===== config.mk =====
export PLATFORM = sky130hd
export DESIGN_NAME = irig_frame_sync_flat
export DESIGN_NICKNAME = d
export VERILOG_FILES = /design/src/rtl/irig_pkg.sv /design/src/rtl/irig_frame_sync_if.sv /design/src/rtl/irig_symbol_watchdog.sv /design/src/rtl/irig_frame_sync.sv /design/src/flat_wrapper.sv
export SDC_FILE = /design/constraint.sdc
export NUM_CORES = 1
export LEC_CHECK = 0
export CAP_MARGIN = 20
export CORE_MARGIN = 4
export CORE_UTILIZATION = 42
export CTS_BUF_LIST = sky130_fd_sc_hd__clkbuf_8
export CTS_CLUSTER_SIZE = 40
export DETAILED_ROUTE_END_ITERATION = 8
export GPL_TIMING_DRIVEN = 1
export PLACE_DENSITY = 0.64
export SYNTH_ARGS = -nofsm -noshare
export SYNTH_HDL_FRONTEND = slang
export SYNTH_SLANG_ARGS = --single-unit

===== constraint.sdc =====
create_clock -name clk -period 10.3 [get_ports clk]
set_input_delay 2.06 -clock clk [delete_from_list [all_inputs] [get_ports clk]]
set_output_delay 2.06 -clock clk [all_outputs]
set_load 0.01 [all_outputs]

===== src/rtl/irig_pkg.sv =====
// irig_pkg: shared types and frame-position constants for the IRIG-B frame sequencer.
package irig_pkg;

  typedef enum logic [1:0] {
    ST_SEARCH,
    ST_ARMED,
    ST_FRAME,
    ST_ARMED_P0
  } sync_state_e;

  localparam logic [6:0] IDX_LAST = 7'd99;

  // LSB-first start positions of each captured field within the 100-symbol frame.
  localparam int IDX_SEC_UNITS  = 1;
  localparam int IDX_SEC_TENS   = 6;
  localparam int IDX_MIN_UNITS  = 10;
  localparam int IDX_MIN_TENS   = 15;
  localparam int IDX_HOUR_UNITS = 20;
  localparam int IDX_HOUR_TENS  = 25;
  localparam int IDX_DAY_UNITS  = 30;
  localparam int IDX_DAY_TENS   = 35;
  localparam int IDX_DAY_HUND   = 40;
  localparam int IDX_SBS_LO     = 80;
  localparam int IDX_SBS_HI     = 90;

  typedef struct packed {
    logic [9:0] day_bcd;
    logic [5:0] hour_bcd;
    logic [6:0] min_bcd;
    logic [6:0] sec_bcd;
  } time_fields_t;

  // Position markers sit at 9, 19, ..., 99; Pr (index 0) is handled by the FSM.
  function automatic logic is_marker_idx(input logic [6:0] idx);
    return (idx % 7'd10) == 7'd9;
  endfunction

endpackage


===== src/rtl/irig_frame_sync_if.sv =====
// irig_frame_sync_if: symbol pulses from the width decoder in, frame status and latched time out.
interface irig_frame_sync_if;
  logic        irig_d0;
  logic        irig_d1;
  logic        irig_mark;
  logic [6:0]  bit_index;
  logic        frame_start;
  logic        ts_valid;
  logic        locked;
  logic        frame_err;
  logic [6:0]  sec_bcd;
  logic [6:0]  min_bcd;
  logic [5:0]  hour_bcd;
  logic [9:0]  day_bcd;
  logic [16:0] sbs_sec;

  modport master (
    output irig_d0, irig_d1, irig_mark,
    input  bit_index, frame_start, ts_valid, locked, frame_err,
           sec_bcd, min_bcd, hour_bcd, day_bcd, sbs_sec
  );

  modport slave (
    input  irig_d0, irig_d1, irig_mark,
    output bit_index, frame_start, ts_valid, locked, frame_err,
           sec_bcd, min_bcd, hour_bcd, day_bcd, sbs_sec
  );
endinterface


===== src/rtl/irig_symbol_watchdog.sv =====
// irig_symbol_watchdog: counts idle cycles between symbols while active; pulses timeout_o
// on the cycle the count would reach SYM_TIMEOUT, then restarts.
module irig_symbol_watchdog #(
  parameter int SYM_TIMEOUT = 150000
) (
  input  logic clk,
  input  logic rst,
  input  logic sym_i,
  input  logic active_i,
  output logic timeout_o
);
  localparam int               CNT_W = (SYM_TIMEOUT > 1) ? $clog2(SYM_TIMEOUT) : 1;
  localparam logic [CNT_W-1:0] LAST  = CNT_W'(SYM_TIMEOUT - 1);

  logic [CNT_W-1:0] cnt_q, cnt_d;

  always_comb begin
    // NOTE: every always_comb output gets a default first so no path leaves it unassigned (no latch).
    cnt_d     = cnt_q + 1'b1;
    timeout_o = 1'b0;
    if (!active_i || sym_i) begin
      cnt_d = '0;
    end else if (cnt_q == LAST) begin
      cnt_d     = '0;
      timeout_o = 1'b1;
    end
  end

  // NOTE: sequential state uses non-blocking assignments so all flops update from pre-edge values.
  always_ff @(posedge clk) begin
    if (!rst) cnt_q <= '0;
    else      cnt_q <= cnt_d;
  end

endmodule


===== src/rtl/irig_frame_sync.sv =====
// irig_frame_sync: IRIG-B frame sequencer -- finds Pr, tracks bit index, checks markers, declares
// lock and latches BCD time fields. Define IRIG_SBS_EN to also latch straight-binary seconds.
module irig_frame_sync
  import irig_pkg::*;
#(
  parameter int FRAMES_TO_LOCK = 2,
  parameter int SYM_TIMEOUT    = 150000
) (
  input  logic             clk,
  input  logic             rst,
  irig_frame_sync_if.slave bus
);
  localparam logic [3:0] LOCK_CNT = 4'(FRAMES_TO_LOCK);

  sync_state_e  state_q;
  logic [6:0]   bit_index_q;
  logic         frame_start_q, ts_valid_q, locked_q, frame_err_q;
  logic [3:0]   good_q, good_inc;
  time_fields_t fields_q, fields_d, out_q;

  logic       sym_any, sym_collide, sym_valid, timeout;
  logic [6:0] next_idx;
  logic       want_mark, capture_en, accept_last, seq_err;

  assign sym_any     = bus.irig_d0 | bus.irig_d1 | bus.irig_mark;
  assign sym_collide = (bus.irig_d0 & bus.irig_d1) | (bus.irig_d0 & bus.irig_mark) |
                       (bus.irig_d1 & bus.irig_mark);
  assign sym_valid   = sym_any & ~sym_collide;
  assign next_idx    = bit_index_q + 7'd1;
  assign want_mark   = is_marker_idx(next_idx);
  assign capture_en  = (state_q == ST_FRAME) && sym_valid && !bus.irig_mark;
  assign accept_last = (state_q == ST_FRAME) && sym_valid && bus.irig_mark && (next_idx == IDX_LAST);
  assign good_inc    = (good_q == LOCK_CNT) ? good_q : good_q + 4'd1;

  assign seq_err = sym_collide || timeout ||
                   ((state_q == ST_FRAME)    && sym_valid && (bus.irig_mark != want_mark)) ||
                   ((state_q == ST_ARMED_P0) && sym_valid && !bus.irig_mark);

  irig_symbol_watchdog #(.SYM_TIMEOUT(SYM_TIMEOUT)) u_watchdog (
    .clk       (clk),
    .rst       (rst),
    .sym_i     (sym_any),
    .active_i  (state_q != ST_SEARCH),
    .timeout_o (timeout)
  );

  // Data symbols are written straight into their BCD slot; a '1' symbol is a set bit.
  always_comb begin
    fields_d = fields_q;
    if (capture_en) begin
      for (int k = 0; k < 4; k++) begin
        if (next_idx == 7'(IDX_SEC_UNITS + k))  fields_d.sec_bcd[k]    = bus.irig_d1;
        if (next_idx == 7'(IDX_MIN_UNITS + k))  fields_d.min_bcd[k]    = bus.irig_d1;
        if (next_idx == 7'(IDX_HOUR_UNITS + k)) fields_d.hour_bcd[k]   = bus.irig_d1;
        if (next_idx == 7'(IDX_DAY_UNITS + k))  fields_d.day_bcd[k]    = bus.irig_d1;
        if (next_idx == 7'(IDX_DAY_TENS + k))   fields_d.day_bcd[4+k]  = bus.irig_d1;
      end
      for (int k = 0; k < 3; k++) begin
        if (next_idx == 7'(IDX_SEC_TENS + k))   fields_d.sec_bcd[4+k]  = bus.irig_d1;
        if (next_idx == 7'(IDX_MIN_TENS + k))   fields_d.min_bcd[4+k]  = bus.irig_d1;
      end
      for (int k = 0; k < 2; k++) begin
        if (next_idx == 7'(IDX_HOUR_TENS + k))  fields_d.hour_bcd[4+k] = bus.irig_d1;
        if (next_idx == 7'(IDX_DAY_HUND + k))   fields_d.day_bcd[8+k]  = bus.irig_d1;
      end
    end
  end

  always_ff @(posedge clk) begin
    if (!rst) begin
      // NOTE: the capture shadow is reset along with the outputs so reset state is fully deterministic.
      state_q       <= ST_SEARCH;
      bit_index_q   <= '0;
      frame_start_q <= 1'b0;
      ts_valid_q    <= 1'b0;
      frame_err_q   <= 1'b0;
      locked_q      <= 1'b0;
      good_q        <= '0;
      fields_q      <= '0;
      out_q         <= '0;
    end else begin
      frame_start_q <= 1'b0;
      ts_valid_q    <= 1'b0;
      frame_err_q   <= 1'b0;
      fields_q      <= fields_d;
      if (seq_err) begin
        // A misplaced mark may itself be the first half of a new reference pair.
        frame_err_q <= 1'b1;
        good_q      <= '0;
        locked_q    <= 1'b0;
        bit_index_q <= '0;
        state_q     <= (sym_valid && bus.irig_mark) ? ST_ARMED : ST_SEARCH;
      end else if (sym_valid) begin
        unique case (state_q)
          ST_SEARCH: begin
            if (bus.irig_mark) state_q <= ST_ARMED;
          end
          ST_ARMED: begin
            if (bus.irig_mark) begin
              state_q       <= ST_FRAME;
              bit_index_q   <= '0;
              frame_start_q <= 1'b1;
            end else begin
              state_q <= ST_SEARCH;
            end
          end
          ST_FRAME: begin
            bit_index_q <= next_idx;
            if (accept_last) begin
              out_q      <= fields_q;
              ts_valid_q <= 1'b1;
              good_q     <= good_inc;
              locked_q   <= (good_inc == LOCK_CNT);
              state_q    <= ST_ARMED_P0;
            end
          end
          ST_ARMED_P0: begin
            state_q       <= ST_FRAME;
            bit_index_q   <= '0;
            frame_start_q <= 1'b1;
          end
          default: state_q <= ST_SEARCH;
        endcase
      end
    end
  end

  assign bus.bit_index   = bit_index_q;
  assign bus.frame_start = frame_start_q;
  assign bus.ts_valid    = ts_valid_q;
  assign bus.locked      = locked_q;
  assign bus.frame_err   = frame_err_q;
  assign bus.sec_bcd     = out_q.sec_bcd;
  assign bus.min_bcd     = out_q.min_bcd;
  assign bus.hour_bcd    = out_q.hour_bcd;
  assign bus.day_bcd     = out_q.day_bcd;

`ifdef IRIG_SBS_EN
  logic [16:0] sbs_shadow_q, sbs_shadow_d, sbs_q;

  always_comb begin
    sbs_shadow_d = sbs_shadow_q;
    if (capture_en) begin
      for (int k = 0; k < 9; k++)
        if (next_idx == 7'(IDX_SBS_LO + k)) sbs_shadow_d[k] = bus.irig_d1;
      for (int k = 0; k < 8; k++)
        if (next_idx == 7'(IDX_SBS_HI + k)) sbs_shadow_d[9+k] = bus.irig_d1;
    end
  end

  always_ff @(posedge clk) begin
    if (!rst) begin
      sbs_shadow_q <= '0;
      sbs_q        <= '0;
    end else begin
      sbs_shadow_q <= sbs_shadow_d;
      if (accept_last) sbs_q <= sbs_shadow_q;
    end
  end

  assign bus.sbs_sec = sbs_q;
`else
  assign bus.sbs_sec = '0;
`endif

endmodule


===== src/flat_wrapper.sv =====
// flat-port wrapper written by rule: the top's interface ports become plain ports
module irig_frame_sync_flat import irig_pkg::*;
#(
  parameter int FRAMES_TO_LOCK = 2,
  parameter int SYM_TIMEOUT    = 150000
)
  (clk, rst, bus_irig_d0, bus_irig_d1, bus_irig_mark, bus_bit_index, bus_frame_start, bus_ts_valid, bus_locked, bus_frame_err, bus_sec_bcd, bus_min_bcd, bus_hour_bcd, bus_day_bcd, bus_sbs_sec);
  irig_frame_sync_if bus_i ();
  input  logic clk;
  input  logic rst;
  input wire logic [$bits(bus_i.irig_d0)-1:0] bus_irig_d0;
  input wire logic [$bits(bus_i.irig_d1)-1:0] bus_irig_d1;
  input wire logic [$bits(bus_i.irig_mark)-1:0] bus_irig_mark;
  output wire logic [$bits(bus_i.bit_index)-1:0] bus_bit_index;
  output wire logic [$bits(bus_i.frame_start)-1:0] bus_frame_start;
  output wire logic [$bits(bus_i.ts_valid)-1:0] bus_ts_valid;
  output wire logic [$bits(bus_i.locked)-1:0] bus_locked;
  output wire logic [$bits(bus_i.frame_err)-1:0] bus_frame_err;
  output wire logic [$bits(bus_i.sec_bcd)-1:0] bus_sec_bcd;
  output wire logic [$bits(bus_i.min_bcd)-1:0] bus_min_bcd;
  output wire logic [$bits(bus_i.hour_bcd)-1:0] bus_hour_bcd;
  output wire logic [$bits(bus_i.day_bcd)-1:0] bus_day_bcd;
  output wire logic [$bits(bus_i.sbs_sec)-1:0] bus_sbs_sec;
  assign bus_i.irig_d0 = bus_irig_d0;
  assign bus_i.irig_d1 = bus_irig_d1;
  assign bus_i.irig_mark = bus_irig_mark;
  assign bus_bit_index = bus_i.bit_index;
  assign bus_frame_start = bus_i.frame_start;
  assign bus_ts_valid = bus_i.ts_valid;
  assign bus_locked = bus_i.locked;
  assign bus_frame_err = bus_i.frame_err;
  assign bus_sec_bcd = bus_i.sec_bcd;
  assign bus_min_bcd = bus_i.min_bcd;
  assign bus_hour_bcd = bus_i.hour_bcd;
  assign bus_day_bcd = bus_i.day_bcd;
  assign bus_sbs_sec = bus_i.sbs_sec;
  irig_frame_sync #(.FRAMES_TO_LOCK(FRAMES_TO_LOCK), .SYM_TIMEOUT(SYM_TIMEOUT)) u_core (.clk(clk), .rst(rst), .bus(bus_i));
endmodule

# After elaboration in Yosys (flattened, before gate mapping)
# Index checks and enable logic that the tools add are counted.
# Widths: inputs -> output; s select.
word_totals:
  ff_bits: 95
  input_bits: 5
  out_inout_bits: 58
  wordCells: 173
op_classes:
  n_addsub: 3
  div: 1
  n_eq_ne: 42
  muxes: 16
  bitwise: 13
  reduce_logical: 56
ops:
  columns: ["op", "n"]
  rows:
  - ["$eq 7x5->1 const B", 10]
  - ["$reduce_and 2->1", 30]
  - ["$eq 7x6->1 const B", 8]
  - ["$eq 7x4->1 const B", 7]
  - ["$eq 7x3->1 const B", 3]
  - ["$pmux 7 s3", 1]
  - ["$add 18x1->18 const B", 1]
  - ["$eq 18x18->1 const B", 1]
  - ["$eq 7x2->1 const B", 2]
  - ["$mux 2", 5]
  - ["$reduce_and 3->1", 3]
  - ["$eq 4x2->1 const B", 2]
  - ["$logic_and 1x1->1", 8]
  - ["$pmux 2 s4", 1]
  - ["$add 7x1->7 const B", 1]
  - ["$eq 7x1->1 const B", 1]
  - ["$eq 7x7->1 const B", 1]
  - ["$mod 7x4->7 const B", 1]
  - ["$mux 7", 1]
  - ["$mux 1", 6]
  - ["$reduce_or 3->1", 2]
  - ["$not 1->1", 5]
  - ["$add 4x1->4 const B", 1]
  - ["$and 1x1->1", 4]
  - ["17 further kinds", 26]

# Longest topological paths before layout
# Gate-level depths: netlist of the first run.
logic_depth:
  depth_word: 12
  mapped_depth: 17
  mapped_depth_nobuf: 14

# By module
# From an unflattened synthesis of the first run, not the netlist that was laid out.
unflattened:
  cells_unflattened: 648
  hier_area_um2: 5333.9
modules_own_cells:
  columns: ["module", "instances", "cells_per_inst", "area_per_inst_um2", "seq_area_each_um2"]
  rows:
  - ["irig_frame_sync", 1, 551, 4430.5, 1541.5]
  - ["irig_symbol_watchdog", 1, 97, 903.4, 360.3]

# Worst setup path before layout of the first run
# OpenSTA, ideal clock, no wires.
synth_path:
  path_kind: "register -> register"
  startpoint: "register u_core.bit_index_q[1] (netlist: u_core.bus.bit_index[1])"
  endpoint: "register u_core.good_q[1]"
  setup_time_ns: 0.100
  arrival_ns: 4.024
  setup_slack_ns: 6.177
  path_stages_with_launch: 17
  cell_sequence: "dfxtp_1 ha_1 buf_6 nand3_2 xor2_1 inv_1 ha_1 clkbuf_1 nand4b_1 o21ai_0 o32a_1 nor3b_1 a221oi_2 a211oi_1 o211ai_2 mux2_4 a2111oi_4"
synth_between:
  elab_chain_cells: 8
  word_cells_on_any_way: 11
  classes_between: "1 x add/sub; 1 x div; 3 x eq/ne; 6 x reduce/logical"
synth_lines:
  columns: ["item", "line", "source"]
  rows:
  - ["from (decl)", "irig_frame_sync.sv:16", "logic [6:0] bit_index_q;"]
  - ["from (signal assigned)", "irig_frame_sync.sv:108", "bit_index_q <= next_idx;"]
  - ["$add 7x1->7 (*)", "irig_frame_sync.sv:29", "assign next_idx = bit_index_q + 7'd1;"]
  - ["$mod 7x4->7", "irig_pkg.sv:35", "return (idx % 7'd10) == 7'd9;"]
  - ["$eq 7x4->1", "irig_pkg.sv:35", null]
  - ["$ne 1x1->1", "irig_frame_sync.sv:36", "((state_q == ST_FRAME) && sym_valid && (bus.irig_mark != want_mark)) ||"]
  - ["$logic_and 1x1->1", "irig_frame_sync.sv:36", null]
  - ["$logic_or 1x1->1", "irig_frame_sync.sv:35", "assign seq_err = sym_collide || timeout ||"]
  - ["$logic_or 1x1->1", "irig_frame_sync.sv:36", null]
  - ["$reduce_or 2->1 (no line)", null, null]
  - ["to (signal assigned)", "irig_frame_sync.sv:112", "good_q <= good_inc;"]
  - ["to (decl)", "irig_frame_sync.sv:18", "logic [3:0] good_q, good_inc;"]
# Every way passes the cells marked *; elsewhere a longest branch is shown, timed or not.
# A chain may end at the register's enable or synchronous reset.

# Worst setup path in the final report of the first run
layout_path:
  startpoint: "register u_core.bit_index_q[3] (netlist: u_core.bus.bit_index[3])"
  endpoint: "register u_core.good_q[1]"
# The elaborated chain is that of the path after synthesis.

==> reports/results.ini, run 1 <==
[setup_path]
reg2reg_depth = 13
r2r_setup_slack_ns = 5.22
timing.rr.start = u_core.bus.bit_index[3]
crit_buf_inv = 0
crit_chain = nand2_1 -> nor3_1 -> nor2_1 -> ha_1 -> nand4b_1 -> o21ai_0 -> o32a_1 -> nor3b_1 -> a221oi_2 -> a211oi_1 -> o211ai_2 -> mux2_4 -> a2111oi_4
critPathTopFamily = compound AO/OA/AOI/OAI gates
cp_slowest_stage_delay_ns = 0.65
critPathKind = flip-flop to flip-flop
critical_path_depth = 13
cp_slowest_cell = dfxtp_1
start_kind = flip-flop
endpoint = u_core.good_q[1]
cp.required_ns = 10.56
cp_max_fo = 15
cp.arrival_ns = 5.34
r2r_end = u_core.good_q[1]
setup.worst_path.start = u_core.bus.bit_index[3]
endpoint_kind = flip-flop

[cells_and_area]
multi_input_area_sq_um = 2870
fillCellCount = 1129
drive_above_1_share = 0.0698
mostFrequentLayoutCells = 103 x nor2_1, 95 x dfxtp_1, 51 x nand2_1
finalNetCount = 642
syn_to_final_growth_pct = 13.8
final_common_cell = nor2_1
diodes = 0
area.sequential_sq_um = 1900

[synth]
synth-main-ff-cell = dfxtp_1
yosysUniqueCellTypes = 64
ys_ff_latch = 95
avgSynthCellArea_sq_um = 8.40
synth_edf_count = 0
yosys-top-cells-area = dfxtp_1 38%, mux2i_1 9.2%, nor2_1 7.7%
ys_warn_count = 0
syn_area_sq_um = 5030
ys_seq_area_frac = 0.378
synth_top_cell_area_share = 0.378
synth_cells = 598
yosys.area.top_type = dfxtp_1
async_flop_share = 0

[global_route]
grt_usage = 0.161
grt_max_degree = 76
grt_pass1_vias = 3870
grt-ovfl-total = 0
antenna_found_initial = 0
grt_pass1_wl_um = 18900

[clock_tree]
htreeDepth = 3
cts.sinks = 95
cts_made_buffers = 9
ctsLongestPathBuffers = 2
cts_root_buf = clkbuf_8
cts_tree = done
cts_hold_buf = 0
postCtsSetupRepairBufs = 0
clock_latency_ns = 0.35
cts_resized = 0
clk_pin_slew_ns = 0.09

[sta]
rsz0062_at_grt = false
fin_ws_ns = 5.22
hold_violations = 0
finalSetupTns_ns = 0
setup_viol = 0
clock.fmax_mhz = 197
tightest_slew_ns = 1.01
relSlewSlack = 0.318
period_share = 0.493
min_period_ns = 5.08
slew_viol_final = 0
clock_skew_ns = 0.0125

[detailed_routing]
wl_um = 11300
ant_nets = 0
wl_met1_um = 5320
wl_met3_um = 588
wl_per_cell_um = 14.6
top_layer = met4
route.vias.total = 4164
wl_met2_um = 5220
drt_pass1_iterations = 6
vias_per_cell = 5.39
drtIter0Drc = 328
drc = 0

[placement]
routabilityCongestion = 0.976
pre_cts_slack_ns = 5.35
port_buffers = 45
place_hpwl_um = 7910

[run_status]
status = finished, final reports clean

[floorplanning]
start_util = 0.435
io_pins = 63
die_area_sq_um = 13800
core_sq_um = 11600
die_x_um = 117
die_y_um = 117
num_rows = 39

[pwr]
power.density_nw_per_um2 = 119
ir_drop_mv = 0.0770
power.leakage_nw = 2.10

[min_path]
hold_class = flip-flop to flip-flop

[run]
drv_cap = 0

-- registers in the layout, indices dropped and copies added (netlist names), 4 cells and up --
signal,count
u_core.good_q,4
u_core.bus.day_bcd,10
u_core.bus.min_bcd,7
u_core.u_watchdog.cnt_q,18
u_core.bus.bit_index,7
u_core.bus.hour_bcd,6
u_core.fields_q,30
u_core.bus.sec_bcd,7
-- synthesized netlist by cell type (2+ instances only) --
library cell and instances:
nor2_1 103, dfxtp_1 95, nand2_1 51, mux2i_1 46, a21oi_1 29, o21ai_0 29
clkbuf_1 23, nor3_1 22, buf_4 21, nand3_1 15, xnor2_1 14, inv_1 13
xor2_1 13, ha_1 12, nand4_1 10, nor3_2 10, a22oi_1 7, a211oi_1 5
a31oi_1 5, or3_1 5, and4_1 4, nor4_1 4, a21o_1 3, buf_2 3
nand2b_1 3, nor2b_1 3, o21a_1 3, a311o_1 2, and2_1 2, buf_6 2
nor3b_1 2, nor4bb_1 2, o211ai_1 2, o31ai_1 2, o32a_1 2, or2_2 2
or3_4 2
-- stage by stage --
stage / cells / hold WS, ns / cell area, sq um / total power [mW] / utilization
after detailed placement: 756 / 0.456 / 5470 / 0.399 / 0.473
after CTS: 772 / 0.477 / 5710 / 0.692 / 0.494
after global placement: 756 / 0.445 / 5470 / 0.399 / 0.473
final: 773 / 0.477 / 5720 / 0.683 / 0.495
after global routing: 773 / 0.508 / 5720 / 0.711 / 0.495
after floorplan: 614 / 0.430 / 5090 / 0.399 / -
-- power breakdown --
part           internal [mW]  switching [mW]  leakage, nW  total, mW
combinational        0.00584          0.0168         1.21     0.0226
clock                  0.168           0.124        0.128      0.292
sequential             0.367        0.000565        0.765      0.368
total                  0.541           0.142         2.10      0.683
-- how the worst min path moves through the flow --
stage,from,to,depth (start not counted)
after floorplan,u_core.u_watchdog.cnt_q[0],u_core.u_watchdog.cnt_q[0],1
after global placement,u_core.u_watchdog.cnt_q[0],u_core.u_watchdog.cnt_q[0],1
after detailed placement,u_core.u_watchdog.cnt_q[0],u_core.u_watchdog.cnt_q[0],1
after CTS,u_core.u_watchdog.cnt_q[0],u_core.u_watchdog.cnt_q[0],1
after global routing,u_core.u_watchdog.cnt_q[0],u_core.u_watchdog.cnt_q[0],1
final,u_core.u_watchdog.cnt_q[0],u_core.u_watchdog.cnt_q[0],1
-- cell families (layout without fill, tap and decap cells) --
group | Yosys count | in the layout | share of synthesized area
xor gates and xnor gates | 27 | 27 | 0.0471
adders and majority gates | 13 | 13 | 0.0319
buffers and inverters | 62 | 78 | 0.0657
AOI/OAI and AO/OA | 106 | 106 | 0.143
other | 1 | 17 | 0.000746
muxes | 47 | 47 | 0.0946
and+or+nand+nor | 247 | 247 | 0.239
DFF | 95 | 95 | 0.378
-- layer usage --
metal,up-vias,global-route usage
li1,2113,-
met3,14,0.0308
met2,121,0.256
met4,0,0.0484
met5,-,0
met1,1916,0.222
-- final cells by class --
| class | count | area share |
|---|---|---|
| timing repair buffer | 49 | 0.0840 |
| clock inverter | 6 | 0.0188 |
| tap | 143 | 0.0313 |
| multi-input combinational | 457 | 0.501 |
| inverter | 13 | 0.00853 |
| sequential | 95 | 0.332 |
| clock buffer | 10 | 0.0241 |
Note: power is estimated with default switching activity, not from simulation.
==> run 2: changes to the inputs <==
--- a/config.mk
+++ b/config.mk
@@ -12,7 +12,7 @@
 export CTS_CLUSTER_SIZE = 40
 export DETAILED_ROUTE_END_ITERATION = 8
 export GPL_TIMING_DRIVEN = 1
-export PLACE_DENSITY = 0.64
+export PLACE_DENSITY = 0.67
 export SYNTH_ARGS = -nofsm -noshare
 export SYNTH_HDL_FRONTEND = slang
 export SYNTH_SLANG_ARGS = --single-unit
==> constraint.sdc (replaced) <==
create_clock -name clk -period 4.2 [get_ports clk]
set_input_delay 0.84 -clock clk [delete_from_list [all_inputs] [get_ports clk]]
set_output_delay 0.84 -clock clk [all_outputs]
set_load 0.01 [all_outputs]
==> reports/results.ini, run 2 (same netlist as run 1, synthesis figures left out) <==
[pwr]
seqPwrFrac = 0.561  ; +0.022
netSwitchingFraction = 0.217  ; +0.00898
power_frac_clock = 0.405  ; -0.023
ir_drop_mv = 0.180  ; +130%
power.leakage_nw = 2.18  ; +3.9%
switching_power_uw = 349  ; +150%
pwr-share-comb = 0.035  ; +0.002
internal_power_mw = 1.26  ; +130%
power.density_nw_per_um2 = 274  ; +130%

[global_route]
grt_max_degree = 42  ; -45%
grt-ovfl-total = 0  ; unchanged
grt_pass1_vias = 3965  ; +2.5%
grt_usage = 0.167  ; +0.00634
antenna_found_initial = 0  ; unchanged
grt_pass1_wl_um = 19500  ; +3.1%

[detailed_routing]
wl_um = 11700  ; +4.0%
wl_per_cell_um = 14.8  ; +1.9%
route.vias.total = 4269  ; +2.5%
vias_per_cell = 5.41  ; +0.44%
drt_pass1_iterations = 5  ; -1
drtIter0Drc = 278  ; -15%
drc = 0  ; unchanged
ant_nets = 0  ; unchanged

[floorplanning]
die_x_um = 117  ; unchanged
start_util = 0.435  ; unchanged
io_pins = 63  ; unchanged
core_sq_um = 11600  ; unchanged
die_y_um = 117  ; unchanged
die_area_sq_um = 13800  ; unchanged
num_rows = 39  ; unchanged

[setup_path]
start_kind = flip-flop
crit_buf_inv = 1  ; +1
endpoint_kind = flip-flop
cp_slowest_stage_delay_ns = 0.44  ; -0.21 ns
cp.arrival_ns = 4.19  ; -1.15 ns
critPathTopFamily = compound AO/OA/AOI/OAI gates
crit_chain = nand2_1 -> o21a_1 -> nor2_1 -> ha_2 -> buf_4 -> a311o_1 -> o21ai_0 -> o32a_1 -> nor3b_1 -> a221oi_2 -> and4_2 -> o211ai_2 -> mux2_4 -> a2111oi_4
cp_max_fo = 15  ; unchanged
cp.required_ns = 4.46  ; -6.10 ns
cp_slowest_cell = o32a_1
critPathKind = flip-flop to flip-flop

[sta]
relSlewSlack = 0.453  ; +0.134
min_period_ns = 3.93  ; -1.15 ns
tightest_slew_ns = 0.820  ; -0.195 ns
hold_violations = 0  ; unchanged
finalSetupTns_ns = 0  ; unchanged
clock.fmax_mhz = 254  ; +29%
hold-worst-slack_ns = 0.475  ; -0.00193 ns
rsz0062_at_grt = false
period_share = 0.936  ; +0.443
setup_viol = 0  ; unchanged
clock_skew_ns = 0.00853  ; -0.00395 ns
slew_viol_final = 0  ; unchanged

[clock_tree]
cts_root_buf = clkbuf_8
cts_made_buffers = 9  ; unchanged
clk_pin_slew_ns = 0.09  ; about the same
htreeDepth = 3  ; unchanged
postCtsSetupRepairBufs = 0  ; unchanged
cts.sinks = 95  ; unchanged
ctsLongestPathBuffers = 2  ; unchanged
clock_latency_ns = 0.36  ; about the same
cts_tree = done
cts_hold_buf = 0  ; unchanged

[run]
drv_cap = 0  ; unchanged

[placement]
port_buffers = 45  ; unchanged
dpl-instance-area_sq_um = 5630  ; +3.0%
routabilityCongestion = 0.921  ; -5.7%
place_hpwl_um = 8550  ; +8.1%

[cells_and_area]
diodes = 0  ; unchanged
fin_area_sq_um = 5860  ; +2.5%
final_common_cell = nor2_1
largest_register = u_core.fields_q
mostFrequentLayoutCells = 103 x nor2_1, 91 x dfxtp_1, 51 x nand2_1
syn_to_final_growth_pct = 16.7
drive_above_1_share = 0.108  ; +0.0385
finalNetCount = 661  ; +3.0%
largest_register_ffs = 30  ; unchanged

[run_status]
status = finished, final reports clean

[min_path]
hold_class = flip-flop to flip-flop

==> run 2: cell count changes in the layout (fill, tap and decap cells not counted), moves of 2 or more <==
cell and change:
dfxtp_2 +3, a211oi_1 -2, dfxtp_1 -4, a211oi_2 +2
buf_4 +19
==> run 2: final timing paths <==
check	endpoint	slack, ns	start	cells after the start
min	u_core.u_watchdog.cnt_q[0]	0.47	u_core.u_watchdog.cnt_q[0]	1
max	u_core.good_q[1]	0.27	u_core.bus.bit_index[2]	14
min reg2reg	u_core.u_watchdog.cnt_q[0]	0.47	u_core.u_watchdog.cnt_q[0]	1
max reg2reg	u_core.good_q[1]	0.27	u_core.bus.bit_index[2]	14
==> run 2: worst register-to-register path, cell delays in order (launching register included) <==
cell and delay, ns:
dfxtp_2 0.43, nand2_1 0.16, o21a_1 0.23, nor2_1 0.15, ha_2 0.25, buf_4 0.15, a311o_1 0.11, o21ai_0 0.19
o32a_1 0.44, nor3b_1 0.17, a221oi_2 0.34, and4_2 0.32, o211ai_2 0.13, mux2_4 0.44, a2111oi_4 0.33
==> run 2: repair_timing <==
item                                   in CTS  in global routing
endpoints found under the hold margin       0                  0
setup endpoints to repair                   0                 46
gates resized for setup                     0                 10
==> run 2: layout make-up <==
| cell class | instances | area [sq um] |
|---|---|---|
| sequential | 95 | 1910 |
| tap | 143 | 179 |
| clock inverter | 3 | 68.8 |
| timing repair buffer | 68 | 636 |
| fill | 1131 | 5700 |
| inverter | 13 | 48.8 |
| multi-input combinational | 457 | 2880 |
| clock buffer | 10 | 138 |
==> run 2: per-stage QoR <==
stage | util | worst slack [ns] | std cells | total power [mW]
after floorplan | - | 0.0767 | 614 | 0.979
after global placement | 0.487 | 0.262 | 776 | 0.979
after detailed placement | 0.487 | 0.0667 | 776 | 0.979
after CTS | 0.505 | 0.0522 | 789 | 1.62
after global routing | 0.507 | 0.00601 | 789 | 1.66
final | 0.507 | 0.269 | 789 | 1.61
==> run 2: metal layers <==
| layer | global-route usage | vias to the layer above | wire [um] |
|---|---|---|---|
| li1 | - | 2148 | - |
| met1 | 0.231 | 2020 | 5650 |
| met2 | 0.268 | 85 | 5440 |
| met3 | 0.0212 | 16 | 402 |
| met4 | 0.0601 | 0 | 212 |
| met5 | 0 | - | 0 |
==> run 2: power by group through the flow <==
stage	combinational (mW)	sequential [mW]	clock, mW
final	0.0559	0.902	0.651
after global routing	0.0616	0.902	0.698
after CTS	0.0557	0.902	0.667
after detailed placement	0.0557	0.924	0
after global placement	0.0553	0.924	0
after floorplan	0.0554	0.924	0
==> edit: new RTL, config.mk and constraints of run 2 <==
The option `IRIG_SBS_EN` is turned on by a define.
--- a/src/rtl/irig_frame_sync.sv
+++ b/src/rtl/irig_frame_sync.sv
@@ -1,4 +1,6 @@
 // irig_frame_sync: IRIG-B frame sequencer -- finds Pr, tracks bit index, checks markers, declares
 // lock and latches BCD time fields. Define IRIG_SBS_EN to also latch straight-binary seconds.
+`define IRIG_SBS_EN
+
 module irig_frame_sync
   import irig_pkg::*;
Formal check against the unedited RTL: same outputs for any inputs over 10 cycles, from zero or initial values and one cycle with rst low; that may be too few to reach the edited logic, so the function may still have changed.
==> edit against run 2 <==
Total power up 53%; final area up 26%; wire length up 28%; die area up 20%; combinational power shrank 14%; global-route usage increased by 1.8 points; sequential cell count is 34 higher; setup slack worse by 26 ps; sequential power rose by 35%; core utilization up 2.0 points; synthesized cell count rose by 25%; synthesized area grew 21%; clock power increased by 83%.
==> edit: results (changes against run 2) <==
pwr:
  power.internal_w: 0.00193  # +54%
  p_comb_frac: 0.020  # -0.015
  irDropWorstVdd_mv: 0.221  # +23%
  p_leak_nw: 2.45  # +12%
placement:
  dp_slack_ps: 14.2  # -52.5 ps
  place_area_um2: 6910  # +23%
  place_congestion: 0.909  # -1.3%
  dp.cells: 962  # +24%
clock_tree:
  htree_levels: 4  # +1
  numCtsBuffers: 17  # +8
layout:
  nNetsFinal: 819  # +24%
  fillers: 1284  # +14%
  layout-drive-gt1-share: 0.0871  # -0.0212
timing:
  fin_ws_ps: 243  # -26.4 ps
  hold_slack_ps: 446  # -28.7 ps
drt:
  via_per_inst: 5.40  # -0.14%
  wirelength_um: 15000  # +28%
  num_vias: 5376  # +26%
  wl_met1_um: 6590  # +17%
worst_setup_path:
  path_max_fanout: 14  # -1
  worstPathArrival_ps: 4330  # +140 ps
  ff2ff_setup_slack_ps: 240  # -30 ps
  cpPeakStageDelay_ps: 550  # +110 ps
global_routing:
  grt_max_degree: 69  # +64%
  grt_pass1_wl_um: 24600  # +26%
  grt_pass1_vias: 5096  # +29%
yosys:
  synth-adder-area-share: 0.0246  # -0.00727
  synthMuxAreaShare: 0.0869  # -0.00769
  synth_common_cells: "129 x dfxtp_1, 114 x nor2_1, 107 x nand2_1, 60 x a21oi_1, 53 x mux2i_1"
run_status:
  status: "complete, no violations"
==> edit: cell count changes in the layout (fill, tap and decap cells not counted), sizes merged, moves of 9 or more <==
cell and change:
a21oi +31, and2 +9, clkbuf +10, clkdlybuf4s50 +16
conb -17, dfxtp +34, nand2 +57, nor2 +11
nor3 -13, o21ai +17
==> edit: final timing paths <==
check / start / cells after the start / to
min reg2reg: u_core.u_watchdog.cnt_q[0] / 1 / u_core.u_watchdog.cnt_q[0]
min: u_core.u_watchdog.cnt_q[0] / 1 / u_core.u_watchdog.cnt_q[0]
max: u_core.bus.bit_index[3] / 14 / u_core.good_q[2]
max reg2reg: u_core.bus.bit_index[3] / 14 / u_core.good_q[2]
==> edit: cell type report <==
type / instances / area (µm²) / area share
inverter: 11 / 41.3 / 0.00558
clock buffer: 20 / 275 / 0.0372
clock inverter: 12 / 180 / 0.0243
timing repair buffer: 83 / 798 / 0.108
multi-input combinational: 560 / 3300 / 0.445
tap: 180 / 225 / 0.0304
sequential: 129 / 2580 / 0.349
